===== src/rtl/b2xx_reset_sequencer.sv =====
// Lock-qualified reset sequencer: holds every domain in reset until the
// clock source has been stable, then releases domains one by one.
module b2xx_reset_sequencer #(
  parameter int NUM_DOMAINS   = 3,
  parameter int HOLDOFF_WIDTH = 16,
  parameter int STAGE_GAP     = 256,
  parameter int DEBOUNCE      = 4,
  parameter int CNT_WIDTH     = 8
) (
  input  logic                   bus_clk,
  input  logic                   bus_rst,
  input  logic                   locked,
  input  logic                   soft_rst_req,
  input  logic                   clear_count,
  output logic [NUM_DOMAINS-1:0] rst_out,
  output logic                   ready,
  output logic [CNT_WIDTH-1:0]   lock_loss_count,
  output logic [1:0]             state
);

  localparam int GAP_W = (STAGE_GAP > 1) ? $clog2(STAGE_GAP) : 1;
  localparam int LOW_W = $clog2(DEBOUNCE + 1);

  typedef enum logic [1:0] {
    HOLD    = 2'd0,
    RELEASE = 2'd1,
    RUN     = 2'd2
  } seq_state_t;

  seq_state_t               state_q, state_d;
  logic [1:0]               sync_q;
  logic                     locked_s;
  logic [NUM_DOMAINS-1:0]   rst_q, rst_d;
  logic                     ready_q, ready_d;
  logic [HOLDOFF_WIDTH-1:0] hold_q, hold_d;
  logic [GAP_W-1:0]         gap_q, gap_d;
  logic [LOW_W-1:0]         low_q, low_d;
  logic [CNT_WIDTH-1:0]     cnt_q, cnt_d;
  logic                     fault;

  assign locked_s = sync_q[1];

  always_ff @(posedge bus_clk) begin
    if (bus_rst) begin
      sync_q  <= '0;
      state_q <= HOLD;
      rst_q   <= '1;
      ready_q <= 1'b0;
      hold_q  <= '0;
      gap_q   <= '0;
      low_q   <= '0;
      cnt_q   <= '0;
    end else begin
      sync_q  <= {sync_q[0], locked};
      state_q <= state_d;
      rst_q   <= rst_d;
      ready_q <= ready_d;
      hold_q  <= hold_d;
      gap_q   <= gap_d;
      low_q   <= low_d;
      cnt_q   <= cnt_d;
    end
  end

  always_comb begin
    state_d = state_q;
    rst_d   = rst_q;
    ready_d = ready_q;
    hold_d  = hold_q;
    gap_d   = gap_q;
    low_d   = low_q;
    cnt_d   = cnt_q;
    fault   = 1'b0;

    if (clear_count)
      cnt_d = '0;

    unique case (state_q)
      HOLD: begin
        rst_d   = '1;
        ready_d = 1'b0;
        gap_d   = '0;
        low_d   = '0;
        if (!locked_s) begin
          hold_d = '0;
        end else if (hold_q == '1) begin
          state_d = RELEASE;
          rst_d   = ~NUM_DOMAINS'(1);
          hold_d  = '0;
        end else begin
          hold_d = hold_q + 1'b1;
        end
      end
      RELEASE, RUN: begin
        if (locked_s)
          low_d = '0;
        else if (low_q == LOW_W'(DEBOUNCE - 1))
          fault = 1'b1;
        else
          low_d = low_q + 1'b1;

        // Release one more domain per gap; ready follows one gap after the last
        if (state_q == RELEASE) begin
          if (gap_q == GAP_W'(STAGE_GAP - 1)) begin
            gap_d = '0;
            if (rst_q == '0) begin
              state_d = RUN;
              ready_d = 1'b1;
            end else begin
              rst_d = rst_q << 1;
            end
          end else begin
            gap_d = gap_q + 1'b1;
          end
        end
      end
      default: state_d = HOLD;
    endcase

    if (fault) begin
      if (clear_count)
        cnt_d = CNT_WIDTH'(1);
      else if (cnt_q != '1)
        cnt_d = cnt_q + 1'b1;
    end

    if (fault || soft_rst_req) begin
      state_d = HOLD;
      rst_d   = '1;
      ready_d = 1'b0;
      hold_d  = '0;
      gap_d   = '0;
      low_d   = '0;
    end
  end

  assign rst_out         = rst_q;
  assign ready           = ready_q;
  assign lock_loss_count = cnt_q;
  assign state           = state_q;

endmodule

===== config.mk =====
export PLATFORM = sky130hd
export DESIGN_NAME = b2xx_reset_sequencer
export DESIGN_NICKNAME = d
export VERILOG_FILES = /design/src/rtl/b2xx_reset_sequencer.sv
export SDC_FILE = /design/constraint.sdc
export NUM_CORES = 1
export LEC_CHECK = 0
export BUFFER_PORTS_ARGS = -buffer_cell sky130_fd_sc_hd__buf_2
export CORE_ASPECT_RATIO = 0.7
export CORE_MARGIN = 5
export CORE_UTILIZATION = 26
export CTS_CLUSTER_DIAMETER = 30
export CTS_CLUSTER_SIZE = 12
export DETAILED_ROUTE_END_ITERATION = 12
export PLACE_DENSITY = 0.46
export SYNTH_ARGS = -nofsm -noshare
export SYNTH_HDL_FRONTEND = slang
export SYNTH_SLANG_ARGS = --single-unit

===== constraint.sdc =====
create_clock -name bus_clk -period 2 [get_ports bus_clk]
set_input_delay 0.4 -clock bus_clk [delete_from_list [all_inputs] [get_ports bus_clk]]
set_output_delay 0.4 -clock bus_clk [all_outputs]
set_load 0.01 [all_outputs]

==> run_results.csv, run 1 <==
group,metric,value,unit
synthesis,synth_edf_count,0,
synthesis,ys_seq_area_share,38.1,%
floorplanning,boundaryPins,19,
finish,drive_above_1_share,25.8,%
synthesis,synth_area,0.00226,mm^2
finish,final_area,0.00293,mm^2
pwr,internal_power,1.34,mW
sta,period_needed,1.89,ns
hold_path,min_path_type,"primary input to flop",
sta,setup_tns,0,ns
clock_network,cts_inserted_buffers,5,
placement,dp_cells,434,
flow_run,maxCapViolations,0,
sta,period_share,94.7,%
finish,syn_to_final_growth,29.9,%
sta,hold_viol,0,
synthesis,synthFlopType,"dfxtp_1",
routing,drtIter0Drc,140,
clock_network,clock_path_buffers,2,
clock_network,cts_tree,"done",
critical_path,crit_path_end_kind,"flop",
synthesis,yosysWarningCount,0,
finish,fin_cells,447,
floorplanning,die_height,88.0,um
sta,fmax,528,MHz
clock_network,path_clk_slew,0.06,ns
sta,timing.final.ws_setup,0.106,ns
placement,place_congestion,0.769,
sta,clock_skew,0.00611,ns
routing,via_count,2108,
synthesis,synth_cell_types,48,
placement,placed_cell_area,0.00270,mm^2
routing,wirelength,5660,um
critical_path,crit_type,"flop to flop",
sta,drv_slew,0,
critical_path,required,2.21,ns
pwr,p_seq_share,50.6,%
sta,setup_viol,0,
global_routing,grt-ovfl-total,0,
pwr,p_leak,1.09,nW
pwr,comb_power_share,3.1,%
sta,whs,0.325,ns
synthesis,syn_inst,277,
routing,wl_per_cell,12.7,um
synthesis,synth_seq_cells,43,
global_routing,grt_max_degree,17,
routing,dr.pass1.iters,4,
global_routing,grt_pass1_wl,9470,um
synthesis,synth_nets,290,
global_routing,grt_pass1_vias,1932,
pwr,p_per_area,579,mW/mm^2
placement,hpwl,4210,um
routing,viasPerCell,4.72,
critical_path,arrival,2.10,ns
pwr,swShare,20.9,%
finish,final_util,34.7,%
clock_network,cts.sink_count,43,
outcome,status,"complete, no violations",
floorplanning,die-width,121,um
pwr,ir_worst_vdd,0.315,mV
synthesis,syn_avg_cell_area,8.15,um^2
sta,worst_slew_pin_slew,0.486,ns
global_routing,globalRouteTotalUtil,11.1,%
floorplanning,start_util,26.7,%
pwr,p_sw,0.355,mW
synthesis,async_reset_ff_share,0,%
clock_network,htreeDepth,2,
sta,rsz0062_at_grt,"true",
floorplanning,dieArea,0.0107,mm^2
placement,place_ws,0.0115,ns
pwr,p_total,1.70,mW
critical_path,worstPathMaxFanout,9,
pwr,power_frac_clock,46.2,%
sta,slew_headroom,67.3,%
clock_network,clkLatencyLatePin,0.28,ns
global_routing,antenna_found_initial,0,
finish,layout.nets,338,
clock_network,cts_root_buf,"clkbuf_16",
routing,drc,0,
critical_path,cp-start-kind,"flop",
routing,ant_nets,0,
floorplanning,rows,28,
floorplanning,core_area,0.00844,mm^2
placement,port_buffers,18,
registers in the layout (all words and copies together), names as in the netlist:
register / cells
ready: 1
lock_loss_count: 8
low_q: 3
rst_out: 3
state: 2
sync_q: 2
gap_q: 8
hold_q: 16
final timing paths:
check             from         to  slack (ns)  cells past startpoint
max           low_q[0]  hold_q[7]        0.11                      9
min             locked  sync_q[0]        0.33                      2
max reg2reg   low_q[0]  hold_q[7]        0.11                      9
min reg2reg  sync_q[0]  sync_q[1]        0.43                      1
critical path, stage by stage (launching register included):
cell,delay [ns]
dfxtp_1,0.31
ha_1,0.19
ha_2,0.17
and3b_1,0.18
or3_4,0.36
buf_4,0.17
nor2_1,0.08
buf_4,0.18
a21oi_1,0.06
o22ai_1,0.13
cell type report:
cell class                 count  area [um^2]
antenna                        1         2.50
clock buffer                   7          133
clock inverter                 1         5.00
fill                         871         5510
inverter                       8         30.0
multi-input combinational    215         1400
sequential                    43          863
tap                          120          150
timing repair buffer          52          353
cell families after synthesis:
kind of cell / share of synthesized area [%]
and+or+nand+nor: 32.6
AOI/OAI and AO/OA: 17.0
DFF: 38.1
buffers and inverters: 3.22
adders and majority gates: 4.43
xor gates and xnor gates: 2.33
muxes: 2.33
power by group through the flow:
stage / registers [mW] / clock network, mW / logic [mW]
after global placement: 0.878 / 0 / 0.0468
after detailed placement: 0.878 / 0 / 0.0468
after global routing: 0.859 / 0.864 / 0.0592
after floorplan: 0.878 / 0 / 0.0248
after CTS: 0.859 / 0.820 / 0.0470
final: 0.859 / 0.785 / 0.0533
synth_stat cells, types with 2 or more instances:
cell type	n	area share, %
nor2b_1	3	0.83
a311oi_1	2	0.78
nand2_1	29	4.8
and3_1	6	1.7
o21ai_0	13	2.9
o311ai_0	3	1.2
or2_2	3	0.83
nand3_1	17	3.8
a22oi_1	6	2.0
nor2_1	34	5.7
nand3b_1	3	1.0
dfxtp_1	43	38
xor2_1	5	1.9
a211oi_1	4	1.3
clkbuf_1	10	1.7
ha_1	8	4.4
inv_1	8	1.3
nand4_1	5	1.4
mux2_2	2	1.0
nor3b_1	2	0.66
and2_1	3	0.83
nand3_2	4	1.8
nor4_1	6	1.7
a21oi_1	19	4.2
or3_1	2	0.55
nand2b_1	3	0.83
mux2i_1	3	1.3
nor3_1	7	1.6
and4_1	3	1.2
nor4b_1	3	1.2
layer usage:
layer	track usage [%]	share of wire [%]	vias up	wire length (um)
li1	-	-	1103	-
met1	16.5	56	966	3190
met2	14.6	38	37	2130
met3	4.52	5.7	2	324
met4	3.05	0.18	0	10
met5	0	0	-	0
layout by cell type, fill, tap and decap left out, drive strengths merged, types with 2 or more instances in the layout:
master,n
buf,52
dfxtp,43
nor2,34
nand2,29
nand3,21
a21oi,19
o21ai,13
inv,8
ha,8
nor4,7
nor3,7
clkbuf,7
and3,6
a22oi,6
xor2,5
nand4,5
a211oi,5
or2,3
and4,3
nand3b,3
and2,3
nand2b,3
mux2i,3
nor2b,3
o311ai,3
nor4b,3
nor3b,2
mux2,2
a311oi,2
or3,2
repair_timing:
item	in CTS	in global routing
buffers inserted	0	4
endpoints found under the hold margin	0	0
resized for setup	0	16
endpoints found under the setup margin	0	15
hold buffers	0	0
No activity file was read; power rests on OpenSTA's default activity.
==> run 2, diff against run 1 <==
Settings changed: CORE_UTILIZATION 26 to 53, PLACE_DENSITY 0.46 to 0.78.
==> run_results.csv, run 2 (synthesized netlist as in run 1, its figures left out) <==
group,metric,value,unit
hold_path,min_path_type,"primary input to flop",
global_routing,grt-ovfl-total,0,
placement,place_congestion,0.795,
sta,setup_viol,0,
finish,largest_reg_flops,16,
critical_path,startpoint,"low_q[1]",
critical_path,crit_path_end_kind,"flop",
sta,period_needed,1.98,ns
hold_path,min_to,"sync_q[0]",
floorplanning,die-width,88,um
critical_path,required,2.25,ns
pwr,p_per_area,582,mW/mm^2
pwr,ir_worst_vdd,0.441,mV
global_routing,grt_pass1_wl,8770,um
routing,wl_met3,442,um
finish,layout_commonest_cell,"dfxtp_1",
critical_path,r2r_end,"hold_q[15]",
clock_network,clock_path_buffers,2,
routing,drtIter0Drc,130,
clock_network,cts_inserted_buffers,5,
routing,dr.pass1.iters,5,
floorplanning,dieArea,0.00568,mm^2
finish,antenna_cells,0,
sta,setup_tns,0,ns
clock_network,path_clk_slew,0.09,ns
placement,hpwl,3740,um
finish,n_fill_cell,318,
global_routing,grt_max_degree,22,
sta,slew_headroom,53.2,%
clock_network,htreeDepth,2,
hold_path,hold_path_depth,2,
critical_path,worstPathMaxFanout,4,
sta,drv_slew,0,
clock_network,cts_root_buf,"clkbuf_8",
pwr,p_leak,1.03,nW
finish,final_cell_mix,"40 x dfxtp_1, 34 x nor2_1, 29 x nand2_1",
outcome,status,"complete, no violations",
routing,wl_met1,2570,um
clock_network,clkLatencyLatePin,0.30,ns
routing,ant_nets,0,
floorplanning,start_util,56.2,%
floorplanning,boundaryPins,19,
routing,wl_per_cell,14.6,um
global_routing,grt_pass1_vias,1903,
routing,via_count,2162,
placement,port_buffers,18,
critical_path,crit_type,"flop to flop",
routing,wirelength,5360,um
critical_path,worst_r2r_path_depth,8,
finish,layout.nets,326,
clock_network,cts.sink_count,43,
global_routing,antenna_found_initial,0,
finish,drive_above_1_share,24.5,%
global_routing,globalRouteTotalUtil,19.5,%
flow_run,maxCapViolations,0,
hold_path,min_from,"locked",
routing,wl_met2,2260,um
routing,drc,0,
pwr,p_total,1.61,mW
finish,syn_to_final_growth,22.5,%
clock_network,cts_tree,"done",
routing,viasPerCell,5.91,
sta,hold_viol,0,
finish,regMostFlops,"hold_q",
floorplanning,rows,19,
critical_path,r2r_start,"low_q[1]",
floorplanning,core_area,0.00402,mm^2
floorplanning,die_height,64.6,um
routing,highest_layer,"met4",
sta,worst_slew_pin_slew,0.695,ns
sta,clock_skew,0.00877,ns
critical_path,cp-start-kind,"flop",
sta,period_share,99.1,%
critical_path,arrival,2.23,ns
finish,final_util,68.8,%
sta,fmax,505,MHz
critical_path,ff2ff_setup_slack,0.02,ns
[run 2: cell types whose count changed in the layout (fill, tap and decap cells not counted), sizes merged]
cell,previous run,this run
buf,52,40
bufinv,0,1
clkbuf,7,6
diode,1,0
[run 2: worst max-delay path by stage]
stage                 end  cells past startpoint  slack (ns)
5_1_grt         hold_q[5]                      8       -0.06
3_5_place_dp   hold_q[13]                      8       -0.06
4_1_cts         hold_q[9]                      7        0.05
6_report       hold_q[15]                      8        0.02
3_3_place_gp   hold_q[13]                      8        0.02
2_1_floorplan  hold_q[15]                      8        0.05
[run 2: layer usage]
metal / GRT usage (%) / up-vias
met5: 0 / -
met4: 6.13 / 0
met3: 6.96 / 8
met2: 27.1 / 81
met1: 27.9 / 993
li1: - / 1080
[run 2: worst max-delay path, stage by stage (launching register included)]
cell	delay, ns
dfxtp_1	0.34
ha_4	0.17
ha_4	0.15
and3b_1	0.19
or3_4	0.43
a211oi_4	0.27
buf_6	0.15
and3_1	0.14
nand3b_1	0.09
[run 2: where the power goes]
group | internal [mW] | switching, mW
clock | 0.404 | 0.301
combinational | 0.0178 | 0.0289
sequential | 0.857 | 0.000900
[run 2: stage by stage]
step,std cells,cell area [um^2],setup WS [ns],hold WS (ns)
floorplan,277,2280,0.0476,0.414
global placement,356,2540,0.0156,0.418
detailed placement,356,2540,-0.0568,0.442
CTS,364,2670,0.0540,0.314
global route,366,2770,-0.0570,0.330
finish,366,2770,0.0186,0.314
[run 2: timing repair]
item	4_1_cts	5_1_grt
setup endpoints to repair	6	10
setup buffers	0	2
hold buffers	0	0
gates cloned	0	0
pin swaps	1	5
gates resized for setup	3	19
[run 2: final cells by class]
cell class              instances  area [um^2]  share of cell area (%)
multi-input cells             215         1420                    51.4
flip-flops and latches         43          865                    31.3
repair buffers                 40          267                    9.64
clock buffers                   6         82.6                    2.99
well taps                      52         65.1                    2.35
clock inverters                 2         35.0                    1.27
inverters                       8         30.0                    1.09
